<file path="src/rtl/fetch_pkg.sv">
// Shared definitions for the instruction fetch unit: default widths,
// prefetch depth and the fetch FSM state encoding.
package fetch_pkg;

    localparam int AW_DEF    = 16;
    localparam int IW_DEF    = 16;
    localparam int DEPTH_DEF = 2;

    typedef enum logic [1:0] {
        IDLE = 2'd0,
        REQ  = 2'd1,
        DROP = 2'd2
    } fetch_state_t;

endpackage

</file>
<file path="src/rtl/fetch_fifo.sv">
// Small prefetch FIFO with synchronous clear and simultaneous push/pop.
// The head word is held in a register so downstream sees a clean output;
// it reads as zero whenever the FIFO is empty.
module fetch_fifo #(
    parameter int DEPTH = 2,
    parameter int WIDTH = 16
) (
    input  logic             clk,
    input  logic             reset,
    input  logic             clear,
    input  logic             push,
    input  logic [WIDTH-1:0] wdata,
    input  logic             pop,
    output logic [WIDTH-1:0] rdata,
    output logic             empty,
    output logic             full
);

    localparam int PW = (DEPTH > 1) ? $clog2(DEPTH) : 1;
    localparam int CW = $clog2(DEPTH + 1);

    logic [WIDTH-1:0] store [DEPTH];
    logic [PW-1:0]    rd_ptr, wr_ptr, rd_next, wr_next;
    logic [CW-1:0]    count, count_next, remain;
    logic [WIDTH-1:0] head_next;
    logic             pop_en, push_en;

    assign empty = (count == '0);
    assign full  = (count == CW'(DEPTH));

    // Qualify push/pop and work out the pointers, occupancy and head for next cycle
    always_comb begin
        pop_en     = pop && (count != '0);
        push_en    = push && ((count != CW'(DEPTH)) || pop_en);
        rd_next    = pop_en  ? rd_ptr + PW'(1) : rd_ptr;
        wr_next    = push_en ? wr_ptr + PW'(1) : wr_ptr;
        remain     = count - CW'(pop_en);
        count_next = remain + CW'(push_en);
        head_next  = '0;
        if (count_next == '0) begin
            head_next = '0;
        end else if (remain == '0) begin
            head_next = wdata;
        end else begin
            head_next = store[rd_next];
        end
    end

    // Pointer, occupancy and registered-head state; clear wins over push/pop
    always_ff @(posedge clk) begin
        if (!reset || clear) begin
            rd_ptr <= '0;
            wr_ptr <= '0;
            count  <= '0;
            rdata  <= '0;
        end else begin
            rd_ptr <= rd_next;
            wr_ptr <= wr_next;
            count  <= count_next;
            rdata  <= head_next;
        end
    end

    // Storage array write; contents need no reset because occupancy gates them
    always_ff @(posedge clk) begin
        if (reset && !clear && push_en) begin
            store[wr_ptr] <= wdata;
        end
    end

endmodule

</file>
<file path="src/rtl/instr_fetch_unit.sv">
// Instruction fetch unit: requests words from instruction memory at the
// current PC, buffers them in a prefetch FIFO and pulses pc_advance for each
// accepted word. A jump (flush) clears the FIFO and discards any in-flight word.
// Optional feature macro: FETCH_ADDR_OUT_EN adds the instr_addr output and
// stores the fetch address alongside each instruction.
module instr_fetch_unit
    import fetch_pkg::*;
#(
    parameter int DEPTH = DEPTH_DEF,
    parameter int AW    = AW_DEF,
    parameter int IW    = IW_DEF
) (
    input  logic          clk,
    input  logic          reset,
    input  logic [AW-1:0] pc_addr,
    output logic          pc_advance,
    input  logic          flush,
    output logic          mem_req,
    output logic [AW-1:0] mem_addr,
    input  logic          mem_ack,
    input  logic [IW-1:0] mem_rdata,
    output logic [IW-1:0] instr,
    output logic          instr_valid,
`ifdef FETCH_ADDR_OUT_EN
    output logic [AW-1:0] instr_addr,
`endif
    input  logic          instr_ready
);

`ifdef FETCH_ADDR_OUT_EN
    localparam int FW = AW + IW;
`else
    localparam int FW = IW;
`endif

    fetch_state_t  state, next_state;
    logic          addr_load;
    logic          fifo_push;
    logic          fifo_clear;
    logic          fifo_empty;
    logic          fifo_full;
    logic [FW-1:0] fifo_wdata;
    logic [FW-1:0] fifo_head;

`ifdef FETCH_ADDR_OUT_EN
    assign fifo_wdata            = {mem_addr, mem_rdata};
    assign {instr_addr, instr}   = fifo_head;
`else
    assign fifo_wdata            = mem_rdata;
    assign instr                 = fifo_head;
`endif

    assign instr_valid = !fifo_empty;

    // State register plus the registered memory request and address
    always_ff @(posedge clk) begin
        if (!reset) begin
            state    <= IDLE;
            mem_req  <= 1'b0;
            mem_addr <= '0;
        end else begin
            state    <= next_state;
            mem_req  <= (next_state != IDLE);
            if (addr_load) begin
                mem_addr <= pc_addr;
            end
        end
    end

    // Next-state logic, FIFO push/clear and the single-cycle PC advance pulse
    always_comb begin
        next_state = state;
        addr_load  = 1'b0;
        fifo_push  = 1'b0;
        fifo_clear = 1'b0;
        pc_advance = 1'b0;
        case (state)
            IDLE: begin
                if (flush) begin
                    fifo_clear = 1'b1;
                end else if (!fifo_full) begin
                    addr_load  = 1'b1;
                    next_state = REQ;
                end
            end
            REQ: begin
                if (flush) begin
                    fifo_clear = 1'b1;
                    next_state = mem_ack ? IDLE : DROP;
                end else if (mem_ack) begin
                    fifo_push  = 1'b1;
                    pc_advance = 1'b1;
                    next_state = IDLE;
                end
            end
            DROP: begin
                if (flush) begin
                    fifo_clear = 1'b1;
                end
                if (mem_ack) begin
                    next_state = IDLE;
                end
            end
            default: begin
                next_state = IDLE;
            end
        endcase
    end

    fetch_fifo #(
        .DEPTH (DEPTH),
        .WIDTH (FW)
    ) u_fifo (
        .clk   (clk),
        .reset (reset),
        .clear (fifo_clear),
        .push  (fifo_push),
        .wdata (fifo_wdata),
        .pop   (instr_ready),
        .rdata (fifo_head),
        .empty (fifo_empty),
        .full  (fifo_full)
    );

endmodule

</file>
<file path="config.mk">
export PLATFORM = sky130hd
export DESIGN_NAME = instr_fetch_unit
export DESIGN_NICKNAME = d
export VERILOG_FILES = /design/src/rtl/fetch_pkg.sv /design/src/rtl/fetch_fifo.sv /design/src/rtl/instr_fetch_unit.sv
export SDC_FILE = /design/constraint.sdc
export NUM_CORES = 1
export LEC_CHECK = 0
export BUFFER_PORTS_ARGS = -buffer_cell sky130_fd_sc_hd__clkbuf_2
export CAP_MARGIN = 20
export CORE_ASPECT_RATIO = 1.4
export CORE_MARGIN = 2
export CORE_UTILIZATION = 50
export DETAILED_ROUTE_END_ITERATION = 16
export PLACE_DENSITY_LB_ADDON = 0.3
export SYNTH_ARGS = -nofsm -noshare
export SYNTH_HDL_FRONTEND = slang
export SYNTH_SLANG_ARGS = --single-unit
</file>
<file path="constraint.sdc">
create_clock -name clk -period 3.3 [get_ports clk]
set_input_delay 0.33 -clock clk [delete_from_list [all_inputs] [get_ports clk]]
set_output_delay 0.33 -clock clk [all_outputs]
set_load 0.02 [all_outputs]
</file>
# --- Word level (Yosys, flattened, before mapping) ---
# Memories as Yosys holds them, arrays and structs flattened.
# Index checks and enable logic that the tools add are counted.
# W data, S select, Z words.
totals:
  inputBits: 37
  output_inout_bits: 35
  ff_bits: 39
  memories: 1
  mem_bits_rw: 32
  word_cells: 51
classes:
  n_addsub: 4
  n_eq_ne: 4
  muxes: 18
  n_reduce_logical: 17
memory_table:
  columns: ["name", "depth", "width", "rd", "rd_clocked_by_memory_dff", "write_ports", "line", "text"]
  rows:
  - ["u_fifo.store", 2, 16, 1, 0, 1, "fetch_fifo.sv:22", "logic [WIDTH-1:0] store [DEPTH];"]
ops:
  columns: ["op", "n"]
  rows:
  - ["$mux W16", 1]
  - ["$mux W1", 11]
  - ["$mux W2", 5]
  - ["$logic_not A2 Y1", 4]
  - ["$pmux W2 S3", 1]
  - ["$eq A2 B2 Y1 const B", 2]
  - ["$logic_and A1 B1 Y1", 4]
  - ["$reduce_bool A2 Y1", 2]
  - ["$logic_not A1 Y1", 3]
  - ["$reduce_or A3 Y1", 1]
  - ["$add A1 B1 Y1 const B", 2]
  - ["$add A2 B1 Y2", 1]
  - ["$eq A2 B1 Y1 const B", 1]
  - ["$logic_or A1 B1 Y1", 2]
  - ["$ne A2 B2 Y1 const B", 1]
  - ["$reduce_or A2 Y1", 1]
  - ["$sub A2 B1 Y2", 1]

# --- Logic depth before layout (Yosys ltp) ---
depth:
  ltp_word: 8
  ltp_mapped: 11
  ltp_nobuf: 7

# --- Hierarchy ---
# From an unflattened synthesis, not the netlist that was laid out.
hier_totals:
  hier_cells: 221
  hier_area_um2: 2757.6
by_module_without_submodules:
  columns: ["module", "area_each_um2", "cells_each", "instances"]
  rows:
  - ["fetch_fifo", 2011.9, 136, 1]
  - ["instr_fetch_unit", 745.7, 85, 1]

# --- Worst setup path after synthesis ---
# No wires, ideal clock.
synth_timing:
  path_type: "register to register"
  from: "register state[1]"
  to: "memory u_fifo.store[0][0], enable pin"
  arrival_time_ps: 2359
  required_time_ps: 2870
  path_slack_ps: 510
  stages_incl_launch_ff: 4
  path_buffers: 1
  setup_ps: 430
  cell_sequence: "dfxtp_1 > buf_2 > nand4bb_1 > nor4_1"
synth_between:
  elab_chain_cells: 8
  word_cells_on_any_way: 12
  cone_classes: "eq/ne (2); mux (4); reduce/logical (6)"
synth_lines:
  columns: ["item", "line", "text"]
  rows:
  - ["start, declared", "instr_fetch_unit.sv:36", "fetch_state_t state, next_state;"]
  - ["start signal, assigned", "instr_fetch_unit.sv:62", "state <= next_state;"]
  - ["$eq A2 B2 Y1 (tied with other cells)", "instr_fetch_unit.sv:77", "case (state)"]
  - ["$reduce_or A3 Y1 (no line)", null, null]
  - ["$mux W1", null, null]
  - ["$logic_not A1 Y1", "fetch_fifo.sv:66", "if (reset && !clear && push_en) begin"]
  - ["$logic_and A1 B1 Y1", "fetch_fifo.sv:66", null]
  - ["$logic_and A1 B1 Y1 (*)", "fetch_fifo.sv:66", null]
  - ["$mux W1 (*)", "fetch_fifo.sv:66", null]
  - ["$mux W1 (not written as such) (*)", "fetch_fifo.sv:67", "store[wr_ptr] <= wdata;"]
  - ["end, declared", "fetch_fifo.sv:22", null]
# Mark *: on every way between the ends. The rest lies on a longest branch, timed or not.

# --- Final worst setup path ---
layout_timing:
  from: "register u_fifo.count[1]"
  to: "register u_fifo.rdata[6]"
layout_between:
  elab_chain_cells: 7
  word_cells_on_any_way: 13
  cone_classes: "add/sub (2); eq/ne (1); mux (2); reduce/logical (7); memory (1)"
layout_lines:
  columns: ["item", "line", "text"]
  rows:
  - ["start, declared", "fetch_fifo.sv:24", "logic [CW-1:0] count, count_next, remain;"]
  - ["start signal, assigned", "fetch_fifo.sv:59", "count <= count_next;"]
  - ["branches (longest 7 deep; another with $sub A2 B1 Y2)", null, null]
  - ["end signal, assigned", "fetch_fifo.sv:60", "rdata <= head_next;"]
  - ["end, declared", "fetch_fifo.sv:14", "output logic [WIDTH-1:0] rdata,"]
# Parallel ways; which one is timed is not known.
# A chain may end at the register's enable or synchronous reset.

==> results.yml <==
floorplanning:
  num_rows: 36
  fp.dieW_um: 74.5
  coreArea_um2: 6850
  start_util_pct: 50.8
  die_height_um: 103
  io_pins: 72
  die_area_um2: 7650
layout:
  final_nets: 413
  fin_util_pct: 58.9
  finalNonFillerCells: 474
  fill_cells: 616
  n_antenna_cell: 0
  drive_gt1_share_pct: 36.4
  multi_input_area_um2: 1580
  seq_area_um2: 1740
  area_growth_pct: 15.9
placed_design:
  dp_cells: 457
  hpwl_mm: 4.67
  portBuffers: 71
  place_congestion: 0.714
clock_network:
  cts_made_buffers: 9
  htree_levels: 3
  cts.sinks: 71
  clk_latency_ns: 0.34
  cts_setup_buffers: 0
  post_cts_resized: 0
  clockRootBuffer: "clkbuf_8"
  hold_buffers: 0
  clk_pin_slew_ns: 0.07
  cts_tree: "built"
  clk_path_buf_depth: 2
detailed_routing:
  routed_via_density: 5.27
  firstDrtPassIters: 4
  wl_per_cell_um: 14.6
  routed_wl_mm: 6.93
  drc: 0
  ant_nets: 0
  drt_iter0_drc: 162
  vias: 2499
min_path:
  hp-class: "primary input to flip-flop"
timing:
  relSlewSlack_pct: 31.3
  hold_viol: 0
  rsz0062_at_grt: "no"
  hold_ws_ns: 0.203
  finalSetupViolCount: 0
  worst_pin_slew_ns: 1.02
  max_freq_mhz: 404
  clock_skew_ns: 0.00591
  finalMaxSlewViolations: 0
  tns_ns: 0
  finalCriticalPeriod_ns: 2.47
  final.period_utilization_pct: 74.9
synth:
  syn_inst: 312
  syn-num-nets: 351
  avgSynthCellArea_um2: 11.1
  ys_seq_area_share_pct: 50.1
  ys_warn_count: 0
  synth_ff_type: "dfxtp_1"
  syn_area_um2: 3480
  yosysUniqueCellTypes: 46
  ys_ff_latch: 71
  synth-edff-count: 32
  async_flop_share_pct: 0
pwr:
  seq_power_share_pct: 54.5
  clockPowerShare_pct: 36.5
  p_switching_uw: 404
  p_sw_share_pct: 23.2
  p_leak_nw: 1.52
  ir_drop_v: 0.000293
  powerDensity_nw_per_um2: 432
  internal_power_mw: 1.34
  comb_power_share_pct: 9.0
worst_setup_path:
  arrival_ns: 2.64
  setup.worst_path.class: "flip-flop to flip-flop"
  cp_cell_sequence: "o21a_1, ha_1, clkinv_1, buf_4, ha_1, xor3_2, o211ai_4, a311oi_1"
  critPathSlowestCell: "o211ai_4"
  endpoint_kind: "flip-flop"
  cp.required_ns: 3.47
  cp_common_cell: "ha_1"
  crit_fanout: 18
  startpoint_type: "flip-flop"
  critPathMaxStageDelay_ns: 0.56
outcome:
  status: "finished, final reports clean"
grt:
  grt_pass1_vias: 2465
  grt_pass1_wl_mm: 11.4
  overflow: 0
  grt_usage_pct: 19.9
  grt_max_degree: 46
  antenna_found_initial: 0
job:
  cap_violations: 0
==> cell usage after synthesis, types with 2 or more instances <==
master / count / area, um^2
a21boi_0: 12 / 90.1
nor2b_1: 2 / 12.5
edfxtp_1: 32 / 961
buf_6: 6 / 67.6
nand3_1: 16 / 80.1
nand2b_1: 32 / 200
buf_2: 5 / 25.0
a21boi_1: 4 / 30.0
or3_1: 2 / 12.5
a311oi_1: 5 / 43.8
xnor2_1: 2 / 17.5
ha_1: 2 / 25.0
nor3_1: 16 / 80.1
nor2_1: 2 / 7.51
dfxtp_1: 39 / 781
inv_1: 3 / 11.3
mux2_4: 7 / 105
mux2_2: 24 / 270
a21oi_1: 2 / 10.0
nand2_1: 33 / 124
o21ai_0: 18 / 90.1
clkbuf_1: 14 / 52.6
a311oi_2: 11 / 165
==> power groups by stage <==
stage	sequential [mW]	combinational (mW)	clock (mW)
final	0.948	0.157	0.634
after CTS	0.948	0.159	0.654
after detailed placement	0.968	0.158	0
after floorplan	0.986	0.0824	0
after global routing	0.950	0.174	0.700
after global placement	0.967	0.155	0
==> layout by cell type, fill, tap and decap left out, types with 2 or more instances in the layout <==
cell / instances
clkbuf_8: 9
nand2_1: 33
o21ai_0: 18
dfxtp_1: 39
nor2_1: 2
a21boi_0: 12
mux2_2: 24
clkinv_1: 6
xnor2_1: 2
nand3_1: 16
a311oi_1: 5
a21oi_1: 2
inv_1: 3
or3_1: 2
a21boi_1: 4
ha_1: 2
a311oi_2: 11
nand2b_1: 32
buf_4: 6
edfxtp_1: 32
clkbuf_2: 71
nor2b_1: 2
nor3_1: 16
mux2_4: 7
==> registers in the layout (all words and copies together) (netlist names) <==
| signal | count |
|---|---|
| mem_addr | 16 |
| mem_req | 1 |
| state | 2 |
| u_fifo.count | 2 |
| u_fifo.rd_ptr | 1 |
| u_fifo.rdata | 16 |
| u_fifo.store | 32 |
| u_fifo.wr_ptr | 1 |
==> cell type report <==
class	instances	share of cell area, %
tap	95	2.95
sequential	71	43.2
inverter	4	0.373
clock inverter	7	1.33
clock buffer	9	3.07
multi-input combinational	211	39.1
timing repair buffer	77	9.93
==> layer usage <==
| metal | global-route usage [%] | up-vias | wire length (um) |
|---|---|---|---|
| met5 | 0 | - | 0 |
| met4 | 7.42 | 0 | 109 |
| met3 | 6.16 | 8 | 400 |
| met2 | 33.6 | 71 | 3540 |
| met1 | 23.6 | 1173 | 2880 |
| li1 | - | 1247 | - |
==> worst paths after layout <==
path / startpoint / to / slack, ns / cells after the start
worst max-delay path: u_fifo.count[1] / u_fifo.rdata[6] / 0.83 / 8
worst min-delay path: mem_rdata[10] / u_fifo.store[0][10] / 0.20 / 1
worst max register to register: u_fifo.count[1] / u_fifo.rdata[6] / 0.83 / 8
worst min register to register: mem_addr[10] / mem_addr[10] / 0.48 / 2
==> through the flow <==
| step | worst slack [ns] | area, um^2 | power [mW] |
|---|---|---|---|
| floorplan | 0.510 | 3480 | 1.07 |
| global placement | 0.908 | 3840 | 1.12 |
| detailed placement | 0.813 | 3840 | 1.13 |
| CTS | 0.799 | 4020 | 1.76 |
| global route | 0.609 | 4030 | 1.82 |
| finish | 0.827 | 4030 | 1.74 |
==> cells by family (layout without fill, tap and decap cells) <==
| kind of cell | count (synthesis) | count (layout) | synth area share, % |
|---|---|---|---|
| simple gates | 117 | 117 | 18.0 |
| compound gates | 56 | 56 | 13.6 |
| flops | 71 | 71 | 50.1 |
| mux | 32 | 32 | 11.1 |
| fa+ha+maj | 2 | 2 | 0.720 |
| buf+inv | 30 | 97 | 4.75 |
| xor+xnor | 4 | 4 | 1.69 |
==> worst max-delay path, delay by kind of cell (launching register included) <==
kind                       cells  cell delay [ns]
AOI/OAI and AO/OA              3             0.87
DFF                            1             0.47
adders and majority gates      2             0.42
xor gates and xnor gates       1             0.29
buffers and inverters          2             0.26
Note: power is estimated with default switching activity, not from simulation.
